$ cat src/rtl/cache_line_fill.sv
// Instruction-cache line fill: one AXI4 INCR read burst per miss, each beat written to the cache BRAM.
// Build option CACHE_LINE_FILL_ERR_CHECK_EN enables FILL_ERR (bad RRESP or misplaced RLAST).
//
// state  | meaning
// S_IDLE | waiting for FILL_REQ
// S_AR   | ARVALID high, holding ARADDR until ARREADY
// S_R    | RREADY high, writing one BRAM word per accepted beat
// S_DONE | FILL_DONE pulse; last BRAM write presented this cycle
module cache_line_fill #(
  parameter int          C_AXI_DATA_WIDTH = 32,
  parameter int          C_OFFSET_WIDTH   = 28,
  parameter logic [31:0] C_BASE_ADDR      = 32'h2000_0000,
  parameter int          LINE_WORDS       = 16,
  parameter int          BRAM_AW          = 11
) (
  input  logic                          CLK,
  input  logic                          RST,
  input  logic                          FILL_REQ,
  input  logic [31:0]                   FILL_ADDR,
  output logic                          FILL_BUSY,
  output logic                          FILL_DONE,
  output logic                          FILL_ERR,
  output logic [31:0]                   ARADDR,
  output logic [7:0]                    ARLEN,
  output logic [2:0]                    ARSIZE,
  output logic [1:0]                    ARBURST,
  output logic                          ARVALID,
  input  logic                          ARREADY,
  input  logic [C_AXI_DATA_WIDTH-1:0]   RDATA,
  input  logic [1:0]                    RRESP,
  input  logic                          RLAST,
  input  logic                          RVALID,
  output logic                          RREADY,
  output logic [BRAM_AW-1:0]            BRAM_ADDR,
  output logic [C_AXI_DATA_WIDTH/8-1:0] BRAM_WREN,
  output logic [C_AXI_DATA_WIDTH-1:0]   BRAM_DIN
);

  localparam int LW_BITS = $clog2(LINE_WORDS);
  localparam int OFF_LSB = LW_BITS + 2;
  localparam int LINE_W  = C_OFFSET_WIDTH - OFF_LSB;
  localparam int BEAT_W  = LW_BITS + 1;

  typedef enum logic [1:0] {S_IDLE, S_AR, S_R, S_DONE} state_t;

  state_t                          state_q;
  logic [LINE_W-1:0]               line_q;
  logic [BEAT_W-1:0]               beat_q;
  logic [31:0]                     araddr_q;
  logic                            arvalid_q;
  logic                            rready_q;
  logic                            busy_q;
  logic                            done_q;
  logic [BRAM_AW-1:0]              bram_addr_q;
  logic [BRAM_AW-1:0]              bram_addr_d;
  logic [C_AXI_DATA_WIDTH/8-1:0]   bram_wren_q;
  logic [C_AXI_DATA_WIDTH-1:0]     bram_din_q;
  logic [31:0]                     line_base_d;

  // Word address of the current beat; wraps inside the BRAM address space.
  assign bram_addr_d = BRAM_AW'({line_q, {LW_BITS{1'b0}}}) + BRAM_AW'(beat_q);
  assign line_base_d = 32'({FILL_ADDR[C_OFFSET_WIDTH-1:OFF_LSB], {OFF_LSB{1'b0}}});

`ifdef CACHE_LINE_FILL_ERR_CHECK_EN
  logic err_q;
  logic resp_err_q;
  logic unused_bits;
  assign FILL_ERR    = err_q;
  assign unused_bits = ^FILL_ADDR;
`else
  logic unused_bits;
  assign FILL_ERR    = 1'b0;
  assign unused_bits = ^{FILL_ADDR, RRESP};
`endif

  always_ff @(posedge CLK or posedge RST) begin
    if (RST) begin
      state_q     <= S_IDLE;
      line_q      <= '0;
      beat_q      <= '0;
      araddr_q    <= '0;
      arvalid_q   <= 1'b0;
      rready_q    <= 1'b0;
      busy_q      <= 1'b0;
      done_q      <= 1'b0;
      bram_addr_q <= '0;
      bram_wren_q <= '0;
      bram_din_q  <= '0;
`ifdef CACHE_LINE_FILL_ERR_CHECK_EN
      err_q       <= 1'b0;
      resp_err_q  <= 1'b0;
`endif
    end else begin
      bram_wren_q <= '0;
      unique case (state_q)
        S_IDLE: begin
          if (FILL_REQ) begin
            state_q   <= S_AR;
            busy_q    <= 1'b1;
            arvalid_q <= 1'b1;
            araddr_q  <= C_BASE_ADDR + line_base_d;
            line_q    <= FILL_ADDR[C_OFFSET_WIDTH-1:OFF_LSB];
            beat_q    <= '0;
`ifdef CACHE_LINE_FILL_ERR_CHECK_EN
            err_q      <= 1'b0;
            resp_err_q <= 1'b0;
`endif
          end
        end
        S_AR: begin
          if (ARREADY) begin
            state_q   <= S_R;
            arvalid_q <= 1'b0;
            rready_q  <= 1'b1;
          end
        end
        S_R: begin
          if (RVALID) begin
            bram_wren_q <= '1;
            bram_din_q  <= RDATA;
            bram_addr_q <= bram_addr_d;
            beat_q      <= beat_q + 1'b1;
`ifdef CACHE_LINE_FILL_ERR_CHECK_EN
            if (RRESP != 2'b00) resp_err_q <= 1'b1;
            if (RLAST)
              err_q <= resp_err_q | (RRESP != 2'b00) | (beat_q != BEAT_W'(LINE_WORDS - 1));
`endif
            // RLAST, not the beat count, terminates the burst.
            if (RLAST) begin
              state_q  <= S_DONE;
              rready_q <= 1'b0;
              done_q   <= 1'b1;
            end
          end
        end
        S_DONE: begin
          state_q <= S_IDLE;
          done_q  <= 1'b0;
          busy_q  <= 1'b0;
        end
        default: state_q <= S_IDLE;
      endcase
    end
  end

  assign FILL_BUSY = busy_q;
  assign FILL_DONE = done_q;
  assign ARADDR    = araddr_q;
  assign ARLEN     = 8'(LINE_WORDS - 1);
  assign ARSIZE    = 3'b010;
  assign ARBURST   = 2'b01;
  assign ARVALID   = arvalid_q;
  assign RREADY    = rready_q;
  assign BRAM_ADDR = bram_addr_q;
  assign BRAM_WREN = bram_wren_q;
  assign BRAM_DIN  = bram_din_q;

endmodule

$ cat config.mk
export PLATFORM = sky130hd
export DESIGN_NAME = cache_line_fill
export DESIGN_NICKNAME = d
export VERILOG_FILES = /design/src/rtl/cache_line_fill.sv
export SDC_FILE = /design/constraint.sdc
export NUM_CORES = 1
export LEC_CHECK = 0
export CAP_MARGIN = 20
export CORE_MARGIN = 2
export CORE_UTILIZATION = 44
export CTS_BUF_LIST = sky130_fd_sc_hd__clkbuf_8 sky130_fd_sc_hd__clkbuf_16
export DETAILED_ROUTE_END_ITERATION = 7
export GPL_ROUTABILITY_DRIVEN = 0
export PLACE_DENSITY = 0.95
export SLEW_MARGIN = 20
export SYNTH_ARGS = -nofsm -noshare
export SYNTH_HDL_FRONTEND = slang
export SYNTH_SLANG_ARGS = --single-unit
$ cat constraint.sdc
create_clock -name CLK -period 3.98 [get_ports CLK]
set_input_delay 0.597 -clock CLK [delete_from_list [all_inputs] [get_ports CLK]]
set_output_delay 0.597 -clock CLK [all_outputs]
set_load 0.1 [all_outputs]
After elaboration in Yosys (flattened, before gate mapping)
Cells that the tools add are included.

Bits of input ports: 72. Register bits: 97. Output and inout bits: 97. Word-level logic and storage cells: 56.

Equality and inequality tests: 7. $add $sub $neg: 3. Reduce and logical (&&, ||, !) cells: 14. Mux-type cells: 21.

Operators by type and width (count): $add 30x28->31 const A (1); $add 11x5->11 (1); $mux 5 (2); $pmux 5 s2 (1); $reduce_bool 2->1 (5); $reduce_and 3->1 (3); $mux 2 (4); $mux 4 (2); $ne 2x2->1 const B (4); $pmux 1 s2 (4); $pmux 2 s4 (1); $reduce_and 4->1 (2); $mux 1 (7); $reduce_and 2->1 (3); $add 5x1->5 const B (1); $eq 2x2->1 const B (2); $eq 2x1->1 const B (1); $logic_not 2->1 (1).

Longest topological paths before layout
Depth after elaboration: 3. Gate-level depth with buffers: 7. Depth with buffers taken out: 6.

Worst setup path after synthesis
No wires, ideal clock.

Path kind: reg2reg. Start: register line_q[0]. End: register bram_addr_q[10] (netlist: BRAM_ADDR[10]). Path buffers: 0. Setup time: 0.082 ns. Clock period less this slack: 2.125 ns. Data required time: 3.898 ns. Arrival: 2.043 ns. Setup slack: 1.855 ns. Cell stages (with the launch flop): 6. Cells stage by stage: dfrtp_1 -> ha_1 -> ha_1 -> nand3_1 -> or3_1 -> a31oi_1.

Cells in the longest elaborated chain, start to end: 1.

RTL lines: start: declaration (line 47) `logic [LINE_W-1:0] line_q;`; start signal: assignment (line 102) `line_q <= FILL_ADDR[C_OFFSET_WIDTH-1:OFF_LSB];`; $add 11x5->11 (line 61) `assign bram_addr_d = BRAM_AW'({line_q, {LW_BITS{1'b0}}}) + BRAM_AW'(beat_q);`; end signal: assignment (line 121) `bram_addr_q <= bram_addr_d;`; end: declaration (line 54) `logic [BRAM_AW-1:0] bram_addr_q;`.

No other way between the ends. A chain may end at the register's enable or synchronous reset.

==> impl_metrics.csv <==
group,metric,value,unit
drt,route.antenna.remaining_nets,0,
synthesis,synth-edff-count,0,
placement,numPortBuffers,133,
timing,period_share,0.641,
drt,vias,2414,
synthesis,ys_seq_elements,78,
timing,finalHoldViolCount,0,
synthesis,synthCells,258,
critical_path,cp.required,3.38,ns
critical_path,cp_top_family,"buffers and inverters",
placement,post-dp-hpwl,5780,microns
grt,track_usage,0.187,
cts,clock-sinks,78,
drt,drc,0,
critical_path,slowest_stage,"clkdlybuf4s50_1",
critical_path,slowest_delay,1.18,ns
timing,tightest_slew,1.02,ns
drt,vias_per_cell,4.85,
grt,grt_overflow,0,
synthesis,synthFlopType,"dfrtp_1",
timing,period_needed,2.55,ns
job,timing.max_cap.violations,0,
critical_path,crit_buf_inv,1,
timing,tns,0,ns
cts,cts_tree,"yes",
cts,root_buffer,"clkbuf_8",
critical_path,path_cells,"clkdlybuf4s50_1",
timing,fmax,392,MHz
critical_path,criticalPathCategory,"reg2out",
worst_hold_path,hp-class,"reg2reg",
cts,numCtsBuffers,9,
timing,setup_violations,0,
cells_and_area,post-route-util,0.652,
critical_path,startpoint_type,"flop",
grt,grt_pass1_wl,12600,microns
critical_path,worstPathMaxFanout,5,
synthesis,yosysWarnings,0,
synthesis,syn_area,0.00349,sq mm
timing,slew_viol_final,0,
cells_and_area,finalNetCount,473,
timing,fin_worst_skew,0.00962,ns
grt,antenna_found_initial,0,
critical_path,critPathCaptureType,"output pin",
timing,maxSlewHeadroom,0.317,
floorplanning,initial_utilization,0.454,
cts,postCtsSetupBuffers,0,
synthesis,yosys.cell_types.count,32,
cts,clkLatencyLatePin,0.34,ns
run_status,status,"completed",
floorplanning,coreArea,0.00769,sq mm
floorplanning,rows,32,
cts,hold_buffers,0,
floorplanning,die_w,93.1,microns
cts,h-tree-depth,3,
drt,drtPass1Iterations,4,
floorplanning,die-area,0.00866,sq mm
drt,drtIter0Drc,66,
drt,drt-total-wl,7720,microns
floorplanning,fp.dieH,93.1,microns
synthesis,syn_area_per_cell,13.5,sq um
floorplanning,boundaryPins,169,
cts,clk_path_buf_depth,2,
cells_and_area,layout-area-overhead-vs-synth,43.6,%
cts,cts_resized,0,
drt,wl_per_cell,15.5,microns
cts,path_clk_slew,0.08,ns
critical_path,crit_arrival,1.95,ns
grt,grt_max_degree,63,
synthesis,async_flop_share,1.00,
synthesis,ys_seq_area_frac,0.559,
cells_and_area,drive_above_1_share,0.202,
timing,rsz0062_at_grt,"no",
cells_and_area,diodes,0,
grt,grt_pass1_vias,2508,
==> final timing paths <==
| kind | from | end | slack, ns | cells after the start |
|---|---|---|---|---|
| max | line_q[4] | ARADDR[10] | 1.43 | 1 |
| min | ARADDR[29] | ARADDR[29] | 0.48 | 1 |
| max reg2reg | state_q[0] | BRAM_DIN[9] | 1.76 | 6 |
| min reg2reg | ARADDR[29] | ARADDR[29] | 0.48 | 1 |
| max in group asynchronous | RST | state_q[0] | 2.50 | 3 |
| min in group asynchronous | RST | BRAM_DIN[16] | 0.74 | 2 |
==> logic make-up (layout without fill, tap and decap cells) <==
logic type,count (synthesis),count (layout),share of synthesized area
flip-flops,78,78,0.559
multiplexers,67,67,0.214
buffers and inverters,42,159,0.0825
AND/OR/NAND/NOR,33,33,0.0488
AO/OA/AOI/OAI,23,23,0.0498
adder cells (fa/ha/maj),10,10,0.0359
XOR/XNOR,3,3,0.00753
other,2,23,0.00215
==> routing by layer <==
metal | up-vias | track usage | wire length (microns)
li1 | 1108 | - | -
met1 | 1180 | 0.228 | 3100
met2 | 112 | 0.322 | 3950
met3 | 14 | 0.0371 | 535
met4 | 0 | 0.0809 | 138
met5 | - | 0 | 0
==> flip-flops by register name (all words and copies together), names as in the netlist <==
signal	count
BRAM_WREN	1
beat_q	5
ARADDR	17
BRAM_ADDR	11
line_q	6
BRAM_DIN	32
FILL_BUSY	1
ARVALID	1
state_q	2
RREADY	1
FILL_DONE	1
==> placed cells by master, fill, tap and decap left out, drive strengths merged <==
master         count
a2111oi            1
clkinv             1
nor2b              4
inv               10
nand3b             1
conb              23
nand2             11
xor2               2
a221oi             1
mux2i              6
buf                2
or3                2
nand3              5
o41ai              1
o2bb2ai            2
clkinvlp           1
mux2              61
or2                1
a21oi              1
or4                2
clkdlybuf4s50    133
clkbuf            10
nor3b              1
ha                10
dfrtp             78
a31oi              2
o21ai              7
nand2b             3
o22ai              1
xnor2              1
a21boi             2
nor2               3
bufinv             2
o31ai              5
==> cells in the mapped netlist, types with 2 or more instances <==
library cell | count | area, sq um
nand3_1 | 5 | 25.0
xor2_1 | 2 | 17.5
mux2_2 | 60 | 676
nor2_1 | 3 | 11.3
ha_1 | 10 | 125
o2bb2ai_1 | 2 | 17.5
nor2b_1 | 4 | 25.0
a21boi_1 | 2 | 15.0
inv_1 | 8 | 30.0
mux2i_1 | 6 | 60.1
or3_1 | 2 | 12.5
buf_6 | 2 | 22.5
a31oi_1 | 2 | 12.5
nand2b_1 | 3 | 18.8
conb_1 | 2 | 7.51
o31ai_1 | 5 | 37.5
nand2_1 | 11 | 41.3
dfrtp_1 | 78 | 1950
o21ai_0 | 7 | 35.0
buf_2 | 2 | 10.0
or4_1 | 2 | 15.0
buf_4 | 30 | 225
==> layout make-up <==
| cell class | instances | area (sq um) |
|---|---|---|
| well taps | 102 | 128 |
| multi-input cells | 159 | 1330 |
| fillers | 581 | 2680 |
| clock buffers | 10 | 138 |
| flip-flops and latches | 78 | 1950 |
| clock inverters | 6 | 85.1 |
| inverters | 8 | 32.5 |
| repair buffers | 135 | 1350 |
==> stage by stage <==
stage	cell area [sq um]	instances	worst slack, ns	hold slack, ns
2_1_floorplan	3570	279	1.39	0.517
3_3_place_gp	4790	482	1.50	0.451
3_5_place_dp	4790	482	1.47	0.458
4_1_cts	5010	498	1.40	0.478
5_1_grt	5010	498	1.37	0.509
6_report	5010	498	1.43	0.478
Power is not shown: default switching activity piles up to over one toggle a cycle in this logic, so the estimate is an artifact.
